$ cat src/rtl/visor_step_sequencer.sv
// Debug sequencer for the Synapse316 target: halt, single-step and instruction injection
// with EXR restore, driving the target debug controls and the diverted code bus.
module visor_step_sequencer #(
    parameter int TIMEOUT_W    = 8,
    parameter int STEP_TIMEOUT = 200,
    parameter int CAPTURE_LAT  = 2
) (
    input  logic        sysclk,
    input  logic        sysreset,
    input  logic        cmd_valid,
    input  logic [1:0]  cmd_op,
    input  logic [15:0] cmd_instr,
    output logic        cmd_ready,
    output logic        done,
    output logic        err,
    output logic        halted,
    output logic        halted_evt,
    output logic [15:0] result,
    input  logic        bp_hit,
    input  logic [15:0] exr_shadow,
    input  logic [1:0]  tg_debug_out,
    input  logic [15:0] tg_to_visor_reg,
    output logic [2:0]  tg_debug_in,
    output logic        divert,
    output logic [15:0] code_out,
    output logic        code_ready_out
);

    if (STEP_TIMEOUT < 1 || STEP_TIMEOUT >= 2 ** TIMEOUT_W) begin : g_bad_step_timeout
        $error("STEP_TIMEOUT must be in 1..2**TIMEOUT_W-1");
    end
    if (CAPTURE_LAT < 1 || CAPTURE_LAT >= 2 ** TIMEOUT_W) begin : g_bad_capture_lat
        $error("CAPTURE_LAT must be in 1..2**TIMEOUT_W-1");
    end

    localparam logic [TIMEOUT_W-1:0] STEP_LIM = TIMEOUT_W'(STEP_TIMEOUT);
    localparam logic [TIMEOUT_W-1:0] CAP_LIM  = TIMEOUT_W'(CAPTURE_LAT);

    typedef enum logic [2:0] {
        ST_RUN, ST_HALTED, ST_INJ_LOAD, ST_INJ_EXEC,
        ST_INJ_CAP, ST_INJ_RESTORE, ST_STEP_REL, ST_STEP_WAIT
    } state_t;

    typedef enum logic [1:0] {OP_HALT, OP_RESUME, OP_STEP, OP_INJECT} op_t;

    state_t               r_state, w_state_nxt;
    logic [TIMEOUT_W-1:0] r_cnt, w_cnt_nxt, w_cnt_inc;
    logic [15:0]          r_instr, w_instr_nxt;
    logic [15:0]          r_result, w_result_nxt;
    logic                 r_done, w_done_nxt;
    logic                 r_err, w_err_nxt;
    logic                 r_evt, w_evt_nxt;
    logic                 w_accept;
    logic                 w_hold, w_force_exec, w_force_load;
    op_t                  w_op;
    logic                 w_unused;

    assign w_unused  = tg_debug_out[1];
    assign w_op      = op_t'(cmd_op);
    assign cmd_ready = (r_state == ST_RUN) || (r_state == ST_HALTED);
    assign w_accept  = cmd_valid && cmd_ready;
    assign w_cnt_inc = (r_cnt == '1) ? r_cnt : r_cnt + TIMEOUT_W'(1);

    always_ff @(posedge sysclk) begin
        if (sysreset) begin
            r_state  <= ST_RUN;
            r_cnt    <= '0;
            r_instr  <= '0;
            r_result <= '0;
            r_done   <= 1'b0;
            r_err    <= 1'b0;
            r_evt    <= 1'b0;
        end else begin
            r_state  <= w_state_nxt;
            r_cnt    <= w_cnt_nxt;
            r_instr  <= w_instr_nxt;
            r_result <= w_result_nxt;
            r_done   <= w_done_nxt;
            r_err    <= w_err_nxt;
            r_evt    <= w_evt_nxt;
        end
    end

    always_comb begin
        w_state_nxt  = r_state;
        w_cnt_nxt    = r_cnt;
        w_instr_nxt  = r_instr;
        w_result_nxt = r_result;
        w_done_nxt   = 1'b0;
        w_err_nxt    = 1'b0;
        w_evt_nxt    = 1'b0;
        case (r_state)
            ST_RUN: begin
                if (bp_hit) begin
                    w_state_nxt = ST_HALTED;
                    w_evt_nxt   = 1'b1;
                end
                // Only HALT is legal while running; anything else is rejected with err.
                if (w_accept) begin
                    w_done_nxt = 1'b1;
                    if (w_op == OP_HALT) w_state_nxt = ST_HALTED;
                    else                 w_err_nxt   = 1'b1;
                end
            end
            ST_HALTED: begin
                if (w_accept) begin
                    case (w_op)
                        OP_HALT:   w_done_nxt = 1'b1;
                        OP_RESUME: begin
                            w_done_nxt  = 1'b1;
                            w_state_nxt = ST_RUN;
                        end
                        OP_STEP:   w_state_nxt = ST_STEP_REL;
                        default: begin
                            w_state_nxt = ST_INJ_LOAD;
                            w_instr_nxt = cmd_instr;
                        end
                    endcase
                end
            end
            ST_STEP_REL: begin
                w_state_nxt = ST_STEP_WAIT;
                w_cnt_nxt   = '0;
            end
            ST_STEP_WAIT: begin
                if (tg_debug_out[0]) begin
                    w_state_nxt = ST_HALTED;
                    w_done_nxt  = 1'b1;
                end else begin
                    w_cnt_nxt = w_cnt_inc;
                    if (w_cnt_inc == STEP_LIM) begin
                        w_state_nxt = ST_HALTED;
                        w_done_nxt  = 1'b1;
                        w_err_nxt   = 1'b1;
                    end
                end
            end
            ST_INJ_LOAD: w_state_nxt = ST_INJ_EXEC;
            ST_INJ_EXEC: begin
                w_state_nxt = ST_INJ_CAP;
                w_cnt_nxt   = '0;
            end
            ST_INJ_CAP: begin
                w_cnt_nxt = w_cnt_inc;
                if (w_cnt_inc == CAP_LIM) begin
                    w_result_nxt = tg_to_visor_reg;
                    w_state_nxt  = ST_INJ_RESTORE;
                end
            end
            ST_INJ_RESTORE: begin
                w_state_nxt = ST_HALTED;
                w_done_nxt  = 1'b1;
            end
            default: w_state_nxt = ST_RUN;
        endcase
    end

    always_comb begin
        w_hold         = 1'b0;
        w_force_exec   = 1'b0;
        w_force_load   = 1'b0;
        divert         = 1'b0;
        code_out       = '0;
        code_ready_out = 1'b0;
        case (r_state)
            ST_HALTED, ST_STEP_WAIT: w_hold = 1'b1;
            ST_INJ_LOAD: begin
                w_hold         = 1'b1;
                w_force_load   = 1'b1;
                divert         = 1'b1;
                code_out       = r_instr;
                code_ready_out = 1'b1;
            end
            ST_INJ_EXEC: begin
                w_hold       = 1'b1;
                w_force_exec = 1'b1;
                divert       = 1'b1;
            end
            ST_INJ_CAP: begin
                w_hold = 1'b1;
                divert = 1'b1;
            end
            ST_INJ_RESTORE: begin
                w_hold         = 1'b1;
                w_force_load   = 1'b1;
                divert         = 1'b1;
                code_out       = exr_shadow;
                code_ready_out = 1'b1;
            end
            default: ;
        endcase
    end

    assign tg_debug_in = {w_force_exec, w_force_load, w_hold};
    assign halted      = w_hold;
    assign done        = r_done;
    assign err         = r_err;
    assign halted_evt  = r_evt;
    assign result      = r_result;

endmodule
$ cat config.mk
export PLATFORM = sky130hd
export DESIGN_NAME = visor_step_sequencer
export DESIGN_NICKNAME = d
export VERILOG_FILES = /design/src/rtl/visor_step_sequencer.sv
export SDC_FILE = /design/constraint.sdc
export NUM_CORES = 1
export LEC_CHECK = 0
export ABC_CLOCK_PERIOD_IN_PS = 2900
export CAP_MARGIN = 5
export CORE_MARGIN = 4
export CORE_UTILIZATION = 43
export CTS_CLUSTER_DIAMETER = 80
export DETAILED_ROUTE_END_ITERATION = 8
export GPL_ROUTABILITY_DRIVEN = 0
export PLACE_DENSITY = 0.84
export SLEW_MARGIN = 5
export SYNTH_ARGS = -nofsm -noshare
export SYNTH_HDL_FRONTEND = slang
export SYNTH_SLANG_ARGS = --single-unit
$ cat constraint.sdc
create_clock -name sysclk -period 2.9 [get_ports sysclk]
set_clock_uncertainty 0.05 [all_clocks]
set_input_delay 0.58 -clock sysclk [delete_from_list [all_inputs] [get_ports sysclk]]
set_output_delay 0.58 -clock sysclk [all_outputs]
set_load 0.03 [all_outputs]
== Word level (Yosys, flattened, before mapping) ==
Index checks and enable logic that the tools add are counted.
Operators by class
  $add $sub $neg: 1
  equal/unequal tests: 17
  multiplexer cells: 28
  bitwise operators: 2
  reductions and logical operators: 16
Operators by type and width (count)
  $pmux 16 s2: 1
  $pmux 3 s8: 1
  $pmux 8 s3: 1
  $mux 3: 7
  $eq 8x8->1 const B: 2
  $mux 8: 2
  $mux 1: 13
  $eq 3x3->1 const B: 4
  $pmux 3 s3: 1
  $add 8x1->8 const B: 1
  $eq 8x2->1 const B: 1
  $ne 2x2->1 const B: 4
  $reduce_or 2->1: 4
  $eq 3x2->1 const B: 2
  $reduce_or 6->1: 1
  $pmux 1 s4: 1
  $reduce_and 2->1: 2
  $reduce_and 4->1: 1
  $reduce_or 4->1: 1
  $eq 3x1->1 const B: 1
  $logic_not 3->1: 1
  $ne 3x3->1 const B: 1
  $reduce_and 3->1: 1
  $reduce_bool 3->1: 1
  other kinds (8): 9
Word-level totals
  flip-flop bits (word level): 46

== Logic depth before layout (Yosys ltp) ==
  depth in word-level cells: 6
  gate-level depth with buffers: 7
  mapped depth without buffers: 7

== Least setup slack after synthesis ==
No wires, ideal clock.
  path kind: register to output
  start point: register r_state[0]
  end point: output port code_out[10]
  data arrival time: 1.711 ns
  slack: 0.559 ns
  cell stages (with the launch flop): 6
  cell sequence: dfxtp_1 -> clkbuf_1 -> nand2_1 -> nor2_1 -> clkbuf_1 -> a22o_1
On the way
  word-level cells in the longest chain between the ends: 2
  elaborated cells between the ends (all ways): 3
  classes of those cells: 2 x eq/ne; 1 x mux
Ends and longest elaborated chain
  from (decl): line 46  | state_t r_state, w_state_nxt;
  from (signal assigned): line 74  | r_state <= w_state_nxt;
  $eq 3x3->1 / $eq 3x2->1 (equally long branches): line 165  | case (r_state)
  $pmux 16 s2 *: line 165
  to (decl): line 25  | output logic [15:0] code_out,
Every way passes the cells marked *; elsewhere a longest branch is shown, timed or not.

== Final worst setup path ==
  start point: register r_state[2]
  end point: output port tg_debug_in[1]
On the way
  word-level cells in the longest chain between the ends: 3
  elaborated cells between the ends (all ways): 4
  classes of those cells: 2 x eq/ne; 1 x mux; 1 x reduce/logical
Ends and longest elaborated chain
  $eq 3x3->1 / $eq 3x2->1 (equally long branches): line 165
  $reduce_or 2->1 (no line) *
  $mux 1 *: line 165
  to (decl): line 23  | output logic [2:0] tg_debug_in,
Marks and branches as above.

==> results.md <==
- Outcome: complete, no violations
- Final worst slack: 0.224 ns
- Mapped Cells: 281
- First-pass GRT wire length: 10100 um
- Die Area: 6880 um2
- Largest family of logic cells by synthesized area: simple AND/OR/NAND/NOR gates
- Finished Core Util: 62.5%
- WL final: 6050 um
- Cell Count, Final, Fillers Out: 440
- Chip width: 83.0 um
- Tcrit/Tclk final: 92.3%
- Gr ovfl total: 0
- CTS tree: built
- Sw frac: 26.0%
- Cell Rows: 27
- Final Critical Period: 2.68 ns
- Core Region: 5470 um2
- Ant diodes: 0
- Synth cell types: 44
- Avg Synthesized Cell Area: 8.60 um2
- XOR/XNOR Fraction of Synth Area: 1.45%
- Worst R2R Setup Slack: 0.53 ns
- Combinational Power Share: 17.7%
- Internal Power: 0.927 mW
- Arrival @ worst endpoint: 2.05 ns
- Synth Area in Compound Gates: 16.9%
- Rel. slew slack: 57.2%
- Clock Power Share: 30.3%
- Adder-cell share of the synthesized area: 1.04%
- Initial Util: 44.2%
- Setup_tns: 0 ns
- Share of cells above drive strength 1: 10.3%
- Depth of the CTS H-tree: 2
- LEAKAGE: 1.37 nW
- Post-Synth Simple-Gate Area: 22.2%
- Seq/Total Area, Yosys: 38.1%
- R2R cell count: 6
- DR pass1 iterations: 4
- Crit end category: output port
- Highest Clock Rate: 0.374 GHz
- Layout fillers: 492
- VDD IR max: 0.182 mV
- Clk Latency, worst-skew pair: 0.30 ns
- Setup WS pre-CTS: 0.426 ns
- Die Y-Extent: 83.0 um
- Pwr/cell area: 366 nW/um2
- Proportion of synthesized area in mux cells: 13.7%
- Synthesized flop and latch total: 46
- Final setup vio count: 0
- Slew @ Worst Pin: 0.637 ns
- Post-DRT Antenna Nets: 0
- Area grow syn2layout: 41.5%
- Hold Worst Slack: 0.410 ns
- Global-route usage over all layers: 17.6%
- CP required: 2.27 ns
- Num CTS Buffers: 5
- Post-CTS Setup Inserts: 0
- Hold Buf Count CTS: 0
- Reg clk slew, reported paths: 0.09 ns
- Post-DP HPWL: 4550 um
- DP Cell Count: 433
- Final hold vios: 0
- Drt wl/cell: 13.8 um
- Synth Net Count: 339
- CTS root buffer: clkbuf_8
- Clk sinks: 46
- Crit path max fanout: 10
- CTS max path bufs: 2
- RSZ-0062 raised after global routing: no
- I/O pin cnt: 98
- Via count: 2356
- Largest net degree at the start of global routing: 36
- Vias in the first global route: 2223
- Port-buffer cells: 96
- Hold Path Cell Cnt: 2
- Mapped Area: 2420 um2
- Max Slew Vio Count: 0
- Final nets: 426
- Worst hold path type: flop to flop
- 1st-iter DRT viols: 170
- Vias per cell: 5.35
- Initial antenna violation count: 0
- Switching pwr: 0.326 mW
- DRC: 0
- Sequential power share: 52.0%
- Max-cap viol count: 0
- YS warnings: 0
- WS Path Type: flop to output port
- Crit start category: flop
[registers in the layout, indices dropped and copies added (netlist names)]
name        flops
r_instr        16
result         16
r_cnt           8
r_state         3
done            1
err             1
halted_evt      1
[Yosys cell counts, drive strengths merged]
master,instances,area share (%)
nand3b,1,0.31
buf,11,3.9
clkbuf,11,1.7
nor2b,3,0.78
o211ai,2,0.62
o211a,1,0.41
nor2,28,4.3
inv,7,1.1
nand3,7,1.4
nor3,9,1.9
a211oi,4,1.4
a21oi,11,2.3
or4,1,0.31
mux2i,33,14
ha,2,1.0
a31o,2,0.72
nor4,2,1.1
and4,3,1.3
a22oi,3,0.93
a21o,2,0.62
o22ai,1,0.26
a22o,16,5.8
xnor2,3,1.1
xor2,1,0.36
nand2b,2,0.52
o21ai,5,1.0
or2,1,0.26
or3,2,0.52
o2111ai,2,0.98
a31oi,7,1.8
nand2,45,7.0
and3,3,0.98
nor4b,1,0.36
nand4,3,1.0
dfxtp,46,38
[cell families (layout without fill, tap and decap cells)]
kind of cell / count (synthesis) / in the layout
and+or+nand+nor: 111 / 111
AOI/OAI and AO/OA: 56 / 56
DFF: 46 / 46
muxes: 33 / 33
buffers and inverters: 29 / 116
xor gates and xnor gates: 4 / 4
adders and majority gates: 2 / 2
[worst max-delay path, stage by stage, from the launching register on]
cell	delay [ns]
dfxtp_1	0.53
nand2_1	0.19
o22ai_1	0.27
clkdlybuf4s50_1	0.75
[path summary, 6_finish.rpt]
path | endpoint | start
hold / removal | result[1] | result[1]
setup / recovery | tg_debug_in[1] | r_state[2]
setup reg to reg | err | r_cnt[0]
hold reg to reg | result[1] | result[1]
[final cells by class]
cell class / instances / area (um2) / area share, %
flip-flops and latches: 46 / 921 / 26.9
clock inverters: 1 / 7.51 / 0.219
clock buffers: 6 / 72.6 / 2.12
inverters: 7 / 26.3 / 0.768
multi-input cells: 206 / 1340 / 39.1
repair buffers: 102 / 966 / 28.2
well taps: 72 / 90.1 / 2.63
[placed cells by master (no fill, tap or decap), types with 3 or more instances in the layout]
cell type,synthesis,final
nand3_1,7,7
inv_1,5,5
nor2b_1,3,3
a22o_1,16,16
o21ai_0,5,5
xnor2_1,3,3
dfxtp_1,46,46
nor2_1,28,27
a211oi_1,3,3
a21oi_1,11,11
clkbuf_8,0,5
nand2_1,45,45
a22oi_1,3,3
nor3_1,9,9
clkdlybuf4s50_1,0,80
a31oi_1,7,7
buf_4,3,22
mux2i_1,33,33
[power by group through the flow]
stage                     Sequential (mW)  Clock (mW)  Combinational [mW]
after global routing                0.654       0.416               0.238
final                               0.652       0.380               0.221
after detailed placement            0.666           0               0.221
after CTS                           0.652       0.395               0.222
after floorplan                     0.670           0               0.101
after global placement              0.666           0               0.219
[metrics by stage]
stage	cell area [um2]	power, mW
finish	3420	1.25
global route	3420	1.31
CTS	3420	1.27
detailed placement	3340	0.887
global placement	3340	0.885
floorplan	2420	0.771
[what timing repair did]
action,CTS,global route
setup endpoints to repair,0,16
endpoints found under the hold margin,0,0
resized for setup,0,1
[per-layer routing]
metal	track usage (%)	part of all wire (%)	wire, um
met4	5.79	1.3	81
met1	20.8	44	2640
met2	29.5	46	2790
met3	6.25	9.0	542
met5	0	0	0
(Power assumes the default switching activity.)
